`config.mk`:
```
export PLATFORM = sky130hd
export DESIGN_NAME = sigma_sequencer
export DESIGN_NICKNAME = d
export VERILOG_FILES = /design/src/rtl/sigma_sequencer.sv
export SDC_FILE = /design/constraint.sdc
export NUM_CORES = 1
export LEC_CHECK = 0
export ABC_AREA = 1
export CORE_MARGIN = 3
export CORE_UTILIZATION = 25
export CTS_BUF_LIST = sky130_fd_sc_hd__clkbuf_8
export DETAILED_ROUTE_END_ITERATION = 12
export PLACE_DENSITY_LB_ADDON = 0.15
export SLEW_MARGIN = 20
export SYNTH_ARGS = -nofsm -noshare
export SYNTH_HDL_FRONTEND = slang
export SYNTH_SLANG_ARGS = --single-unit
```
`constraint.sdc`:
```
create_clock -name clk -period 2.8 [get_ports clk]
set_input_delay 0.56 -clock clk [delete_from_list [all_inputs] [get_ports clk]]
set_output_delay 0.56 -clock clk [all_outputs]
set_load 0.02 [all_outputs]
```
`src/rtl/sigma_sequencer.sv`:
```
`default_nettype none
// ============================================================================
//  Module   : sigma_sequencer (+ right_rotator)
//  Brief    : SHA-256 Sigma/sigma evaluator sharing one rotator over 3 cycles.
//  Revision : 1.0 - initial release
// ============================================================================

module right_rotator (
   input  logic [31:0] data_in,
   input  logic [4:0]  rotate_amt,
   output logic [31:0] data_out
);

   // Output bit i takes input bit (i + amt) mod 32; the 5-bit index wraps naturally.
   always_comb begin
      data_out = '0;
      for (int i = 0; i < 32; i++) begin
         data_out[i] = data_in[5'(i) + rotate_amt];
      end
   end

endmodule

module sigma_sequencer (
   input  logic        clk,
   input  logic        reset,
   input  logic        in_valid,
   output logic        in_ready,
   input  logic [31:0] in_word,
   input  logic [1:0]  func_sel,
   output logic        out_valid,
   input  logic        out_ready,
   output logic [31:0] out_word,
   output logic        busy,
   output logic [7:0]  op_count
);

   localparam logic [2:0] c_st_idle = 3'd0;
   localparam logic [2:0] c_st_rot0 = 3'd1;
   localparam logic [2:0] c_st_rot1 = 3'd2;
   localparam logic [2:0] c_st_rot2 = 3'd3;
   localparam logic [2:0] c_st_done = 3'd4;

   localparam logic [1:0] c_fn_big_s0   = 2'd0;
   localparam logic [1:0] c_fn_big_s1   = 2'd1;
   localparam logic [1:0] c_fn_small_s0 = 2'd2;
   localparam logic [1:0] c_fn_small_s1 = 2'd3;

   logic [2:0]  r_state;
   logic [2:0]  w_next_state;
   logic [31:0] r_acc;
   logic [31:0] r_word;
   logic [1:0]  r_func;
   logic [7:0]  r_op_count;

   logic [4:0]  w_amt_a;
   logic [4:0]  w_amt_b;
   logic [4:0]  w_amt_c;
   logic [4:0]  w_rot_amt;
   logic [31:0] w_rot_out;
   logic [31:0] w_shr_mask;
   logic [31:0] w_term;
   logic        w_accept;
   logic        w_retire;

   // ------------------------------------------------------------------
   // Rotate amounts for the three terms of the selected function
   // ------------------------------------------------------------------
   always_comb begin
      w_amt_a = 5'd0;
      w_amt_b = 5'd0;
      w_amt_c = 5'd0;
      case (r_func)
         c_fn_big_s0: begin
            w_amt_a = 5'd2;
            w_amt_b = 5'd13;
            w_amt_c = 5'd22;
         end
         c_fn_big_s1: begin
            w_amt_a = 5'd6;
            w_amt_b = 5'd11;
            w_amt_c = 5'd25;
         end
         c_fn_small_s0: begin
            w_amt_a = 5'd7;
            w_amt_b = 5'd18;
            w_amt_c = 5'd3;
         end
         c_fn_small_s1: begin
            w_amt_a = 5'd17;
            w_amt_b = 5'd19;
            w_amt_c = 5'd10;
         end
         default: begin
            w_amt_a = 5'd0;
            w_amt_b = 5'd0;
            w_amt_c = 5'd0;
         end
      endcase
   end

   always_comb begin
      w_rot_amt = 5'd0;
      case (r_state)
         c_st_rot0: w_rot_amt = w_amt_a;
         c_st_rot1: w_rot_amt = w_amt_b;
         c_st_rot2: w_rot_amt = w_amt_c;
         default:   w_rot_amt = 5'd0;
      endcase
   end

   right_rotator u_rotator (
      .data_in    (r_word),
      .rotate_amt (w_rot_amt),
      .data_out   (w_rot_out)
   );

   // A logical shift right by n is the rotation with the wrapped top n bits cleared.
   assign w_shr_mask = 32'hFFFF_FFFF >> w_rot_amt;

   always_comb begin
      w_term = w_rot_out;
      if ((r_state == c_st_rot2) && r_func[1]) begin
         w_term = w_rot_out & w_shr_mask;
      end
   end

   assign w_accept = (r_state == c_st_idle) && in_valid;
   assign w_retire = (r_state == c_st_done) && out_ready;

   // ------------------------------------------------------------------
   // FSM: state register
   // ------------------------------------------------------------------
   always_ff @(posedge clk or posedge reset) begin
      if (reset) begin
         r_state <= c_st_idle;
      end else begin
         r_state <= w_next_state;
      end
   end

   // ------------------------------------------------------------------
   // FSM: next-state logic
   // ------------------------------------------------------------------
   always_comb begin
      w_next_state = r_state;
      case (r_state)
         c_st_idle: if (in_valid) w_next_state = c_st_rot0;
         c_st_rot0: w_next_state = c_st_rot1;
         c_st_rot1: w_next_state = c_st_rot2;
         c_st_rot2: w_next_state = c_st_done;
         c_st_done: if (out_ready) w_next_state = c_st_idle;
         default:   w_next_state = c_st_idle;
      endcase
   end

   // ------------------------------------------------------------------
   // FSM: outputs
   // ------------------------------------------------------------------
   always_comb begin
      in_ready  = 1'b0;
      out_valid = 1'b0;
      out_word  = 32'd0;
      busy      = 1'b1;
      case (r_state)
         c_st_idle: begin
            in_ready = 1'b1;
            busy     = 1'b0;
         end
         c_st_done: begin
            out_valid = 1'b1;
            out_word  = r_acc;
         end
         default: begin
            in_ready  = 1'b0;
            out_valid = 1'b0;
         end
      endcase
   end

   assign op_count = r_op_count;

   // ------------------------------------------------------------------
   // Datapath: operand capture, accumulation and job counter
   // ------------------------------------------------------------------
   always_ff @(posedge clk or posedge reset) begin
      if (reset) begin
         r_word     <= 32'd0;
         r_func     <= 2'd0;
         r_acc      <= 32'd0;
         r_op_count <= 8'd0;
      end else begin
         if (w_accept) begin
            r_word <= in_word;
            r_func <= func_sel;
         end
         case (r_state)
            c_st_rot0: r_acc <= w_term;
            c_st_rot1: r_acc <= r_acc ^ w_term;
            c_st_rot2: r_acc <= r_acc ^ w_term;
            default:   r_acc <= r_acc;
         endcase
         if (w_retire) begin
            r_op_count <= r_op_count + 8'd1;
         end
      end
   end

endmodule

`default_nettype wire
```
==> flow_metrics.tcl <==
set metrics [dict create \
    crit_path_max_delay_family "buffers and inverters" \
    worst_path_class_setup "reg2out" \
    numCtsBuffers 9 \
    max-slew-margin-rel 0.594 \
    globalRouteMet3Util 0.0316 \
    cts.root.buffer_cell "sky130_fd_sc_hd__clkbuf_8" \
    area_growth_pct 25.3 \
    via_per_inst 4.79 \
    timing_max_transition_violations_final 0 \
    timing.setup.tns_ns 0 \
    antenna-diode-count 0 \
    fmax_ghz 0.382 \
    post_route_cells_drive_above_1_share 0.0798 \
    post_synth_inst_count 1130 \
    insertion_delay_ns 0.39 \
    grt_pass1_wl_um 41000 \
    hold_class "in2async" \
    mappedNetlistNets 1195 \
    drt-wirelength-per-cell_um 16.0 \
    cp_slowest_stage_delay_ns 0.60 \
    chipHeight_um 173 \
    finish.net_count 1288 \
    outcome "finished clean" \
    final-seq-area_um2 1930 \
    gr-total-overflow 0 \
    tcrit_tclk_final 0.936 \
    post_dp_hpwl_um 20300 \
    clkSlewWorstSetupHoldPaths_ns 0.10 \
    globalplace.congestion 0.927 \
    num_rows 60 \
    worst_hold_slack_ns 0.475 \
    cp_slowest_cell "sky130_fd_sc_hd__clkdlybuf4s50_1" \
    unrepaired_setup_endpoints_after_global_routing "false" \
    tritoncts "built" \
    timing.final.setup_violations 0 \
    area_occupied_by_multi_input_gates_um2 4130 \
    synth_compound_area_frac 0.0539 \
    antenna_found_initial 0 \
    number_of_distinct_library_cells_after_synthesis 31 \
    routed_wirelength_um 25500 \
    timing.final.crit_period_ns 2.62 \
    simple_gate_portion_of_the_synthesized_area 0.459 \
    buffer_ports.inserted 80 \
    antenna_violating_nets_post_route 0 \
    setup.worst_path.end_class "output port" \
    final_critical_path_setup_slack_ns 0.179 \
    initial_utilization 0.256 \
    max_cap_viol_count 0 \
    filler_cell_count 3038 \
    buffers_and_inverters_on_the_worst_path 3 \
    clockBufferDepth 2 \
    synth-seq-area-share 0.277 \
    postPlaceCellArea_um2 8370 \
    yosysWarnings 0 \
    drt_pass1_iterations 5 \
    synthMuxAreaShare 0.00162 \
    met2_usage_grt 0.281 \
    floorplan.die.width_um 173 \
    drt_iter0_drc 666 \
    grt_pass1_vias 7577 \
    io_pins 81 \
    timing.critical_path.depth 5 \
    cts.sinks 77 \
    timing.critical_path.from "r_state[0]" \
    area_share_of_fa_ha_maj_cells_after_synthesis 0.0485 \
    timing_hold_violations_final 0 \
    timing.critical_path.fanout_max 35 \
    regToRegEndpoint "r_acc[11]" \
    r2r-start "r_func[0]" \
    data_arrival_at_the_endpoint_of_the_critical_path_ns 2.06 \
    max_slew.worst_pin.slew_ns 0.607 \
    syn-cell-area_um2 6970 \
    grt_use_total 0.171 \
    setup.worst_path.start_class "flop" \
    final_design_area_no_fill_um2 8730 \
    route.vias.total 7664 \
    dieArea_um2 29900 \
    cp.required_ns 2.24 \
    clock_tree.htree_level_count 3 \
    largest_family_of_logic_cells_by_synthesized_area "simple AND/OR/NAND/NOR gates" \
    ys_seq_elements 77 \
    synthesis.area_per_instance_um2 6.17 \
    globalRouteMet1Util 0.229 \
    remaining_drc_errors 0 \
    worst_clock_skew_ns 0.0158 \
    parity_gate_share_of_the_synthesized_area_counting_xor_and_xnor_cells 0.0214 \
    coreArea_um2 27200 \
    grt-busiest-layer "met2" \
    critical_path.cell_chain "nor2_1, nand2_1, buf_4, inv_1, clkdlybuf4s50_1" \
    setup.reg_to_reg.worst_slack_ns 0.18 \
    holdBufCountCts 0 \
    reg2reg_depth 15 \
    endpoint "out_valid" \
    grt_max_degree 47 \
    placement.setup.worst_slack_ns 0.0695 \
]
registers in the layout, summed over array words and instances, names as in the netlist:
name	flops
r_func	2
r_state	3
r_acc	32
r_word	32
op_count	8
Yosys cell counts (all sizes together):
cell    number  share of area
o21bai       1         0.0011
ha          27          0.048
buf         28          0.026
nor3         1        0.00072
xnor2        4         0.0050
nand2      200           0.11
o21ai       10         0.0088
inv        192           0.10
o211ai       2         0.0022
o22ai        1        0.00090
a21oi       57          0.041
and3         1        0.00090
nand3b       1         0.0011
mux2         1         0.0016
nand3      299           0.22
clkbuf      18         0.0097
nor2       140          0.080
xor2        13          0.016
nor3b        1         0.0011
dfrtp       77           0.28
nand4       56          0.050
final cells by class:
type,instances,share of cell area
multi-input cells,815,0.473
inverters,192,0.0827
clock inverters,5,0.00745
flip-flops and latches,77,0.221
well taps,372,0.0533
repair buffers,128,0.146
clock buffers,11,0.0173
placed cells by master (no fill, tap or decap), types with 2 or more instances in the layout:
cell type,n
sky130_fd_sc_hd__buf_4,44
sky130_fd_sc_hd__inv_2,4
sky130_fd_sc_hd__clkdlybuf4s50_1,48
sky130_fd_sc_hd__a21oi_1,57
sky130_fd_sc_hd__inv_1,187
sky130_fd_sc_hd__xnor2_1,4
sky130_fd_sc_hd__dlymetal6s2s_1,29
sky130_fd_sc_hd__dfrtp_1,75
sky130_fd_sc_hd__clkinv_4,2
sky130_fd_sc_hd__o21ai_0,7
sky130_fd_sc_hd__nor2_4,4
sky130_fd_sc_hd__nor2_1,132
sky130_fd_sc_hd__nand2_1,194
sky130_fd_sc_hd__nand2_2,6
sky130_fd_sc_hd__dlygate4sd2_1,3
sky130_fd_sc_hd__xor2_2,2
sky130_fd_sc_hd__clkbuf_8,11
sky130_fd_sc_hd__ha_1,23
sky130_fd_sc_hd__dfrtp_2,2
sky130_fd_sc_hd__nor2_2,4
sky130_fd_sc_hd__ha_2,4
sky130_fd_sc_hd__buf_12,3
sky130_fd_sc_hd__nand4_1,56
sky130_fd_sc_hd__o21ai_1,2
sky130_fd_sc_hd__xor2_1,11
sky130_fd_sc_hd__nand3_1,295
sky130_fd_sc_hd__o211ai_1,2
sky130_fd_sc_hd__nand3_2,4
sky130_fd_sc_hd__inv_6,2
repair_timing:
action / in CTS / in global routing
gates resized for setup: 4 / 47
setup buffers: 0 / 2
pin swaps: 0 / 1
endpoints found under the setup margin: 6 / 58
kinds of logic (layout without fill, tap and decap cells):
| kind of cell | after synthesis | count (layout) |
|---|---|---|
| flops | 77 | 77 |
| mux | 1 | 1 |
| simple gates | 699 | 699 |
| buf+inv | 238 | 336 |
| xor+xnor | 17 | 17 |
| fa+ha+maj | 27 | 27 |
| compound gates | 71 | 71 |
worst min path at each step:
stage                 from     endpoint  slack (ns)  depth (start not counted)
2_1_floorplan   r_word[14]   r_word[14]        0.49                          2
3_3_place_gp   op_count[7]  op_count[7]        0.47                          1
3_5_place_dp   op_count[7]  op_count[7]        0.46                          1
4_1_cts        op_count[7]  op_count[7]        0.48                          1
5_1_grt        op_count[7]  op_count[7]        0.50                          1
6_report             reset    r_acc[16]        0.47                          2
per-layer routing:
layer / up-vias / part of all wire
li1: 3867 / -
met1: 3537 / 0.46
met2: 229 / 0.46
met3: 31 / 0.056
met4: 0 / 0.026
met5: - / 0
per-stage QoR:
step                      std cells   util
after detailed placement       1582  0.308
after global routing           1600  0.321
after CTS                      1598  0.316
final                          1600  0.321
after global placement         1582  0.308
after floorplan                1130      -
worst reg2reg max path: stages (launching register included):
cell and delay [ns]:
sky130_fd_sc_hd__dfrtp_1 0.40, sky130_fd_sc_hd__buf_4 0.15, sky130_fd_sc_hd__ha_1 0.23, sky130_fd_sc_hd__o21bai_2 0.17, sky130_fd_sc_hd__nor2_1 0.09, sky130_fd_sc_hd__nor2_4 0.12
sky130_fd_sc_hd__ha_2 0.28, sky130_fd_sc_hd__inv_1 0.05, sky130_fd_sc_hd__buf_4 0.19, sky130_fd_sc_hd__nand3_1 0.18, sky130_fd_sc_hd__nand3_1 0.21, sky130_fd_sc_hd__nand3_1 0.12
sky130_fd_sc_hd__nand3_1 0.12, sky130_fd_sc_hd__nand4_1 0.10, sky130_fd_sc_hd__nand2_1 0.08, sky130_fd_sc_hd__inv_1 0.04
Power is left out: the tool's default activity adds up to more than one toggle a clock period on the data nets, which glitch-free logic cannot reach.
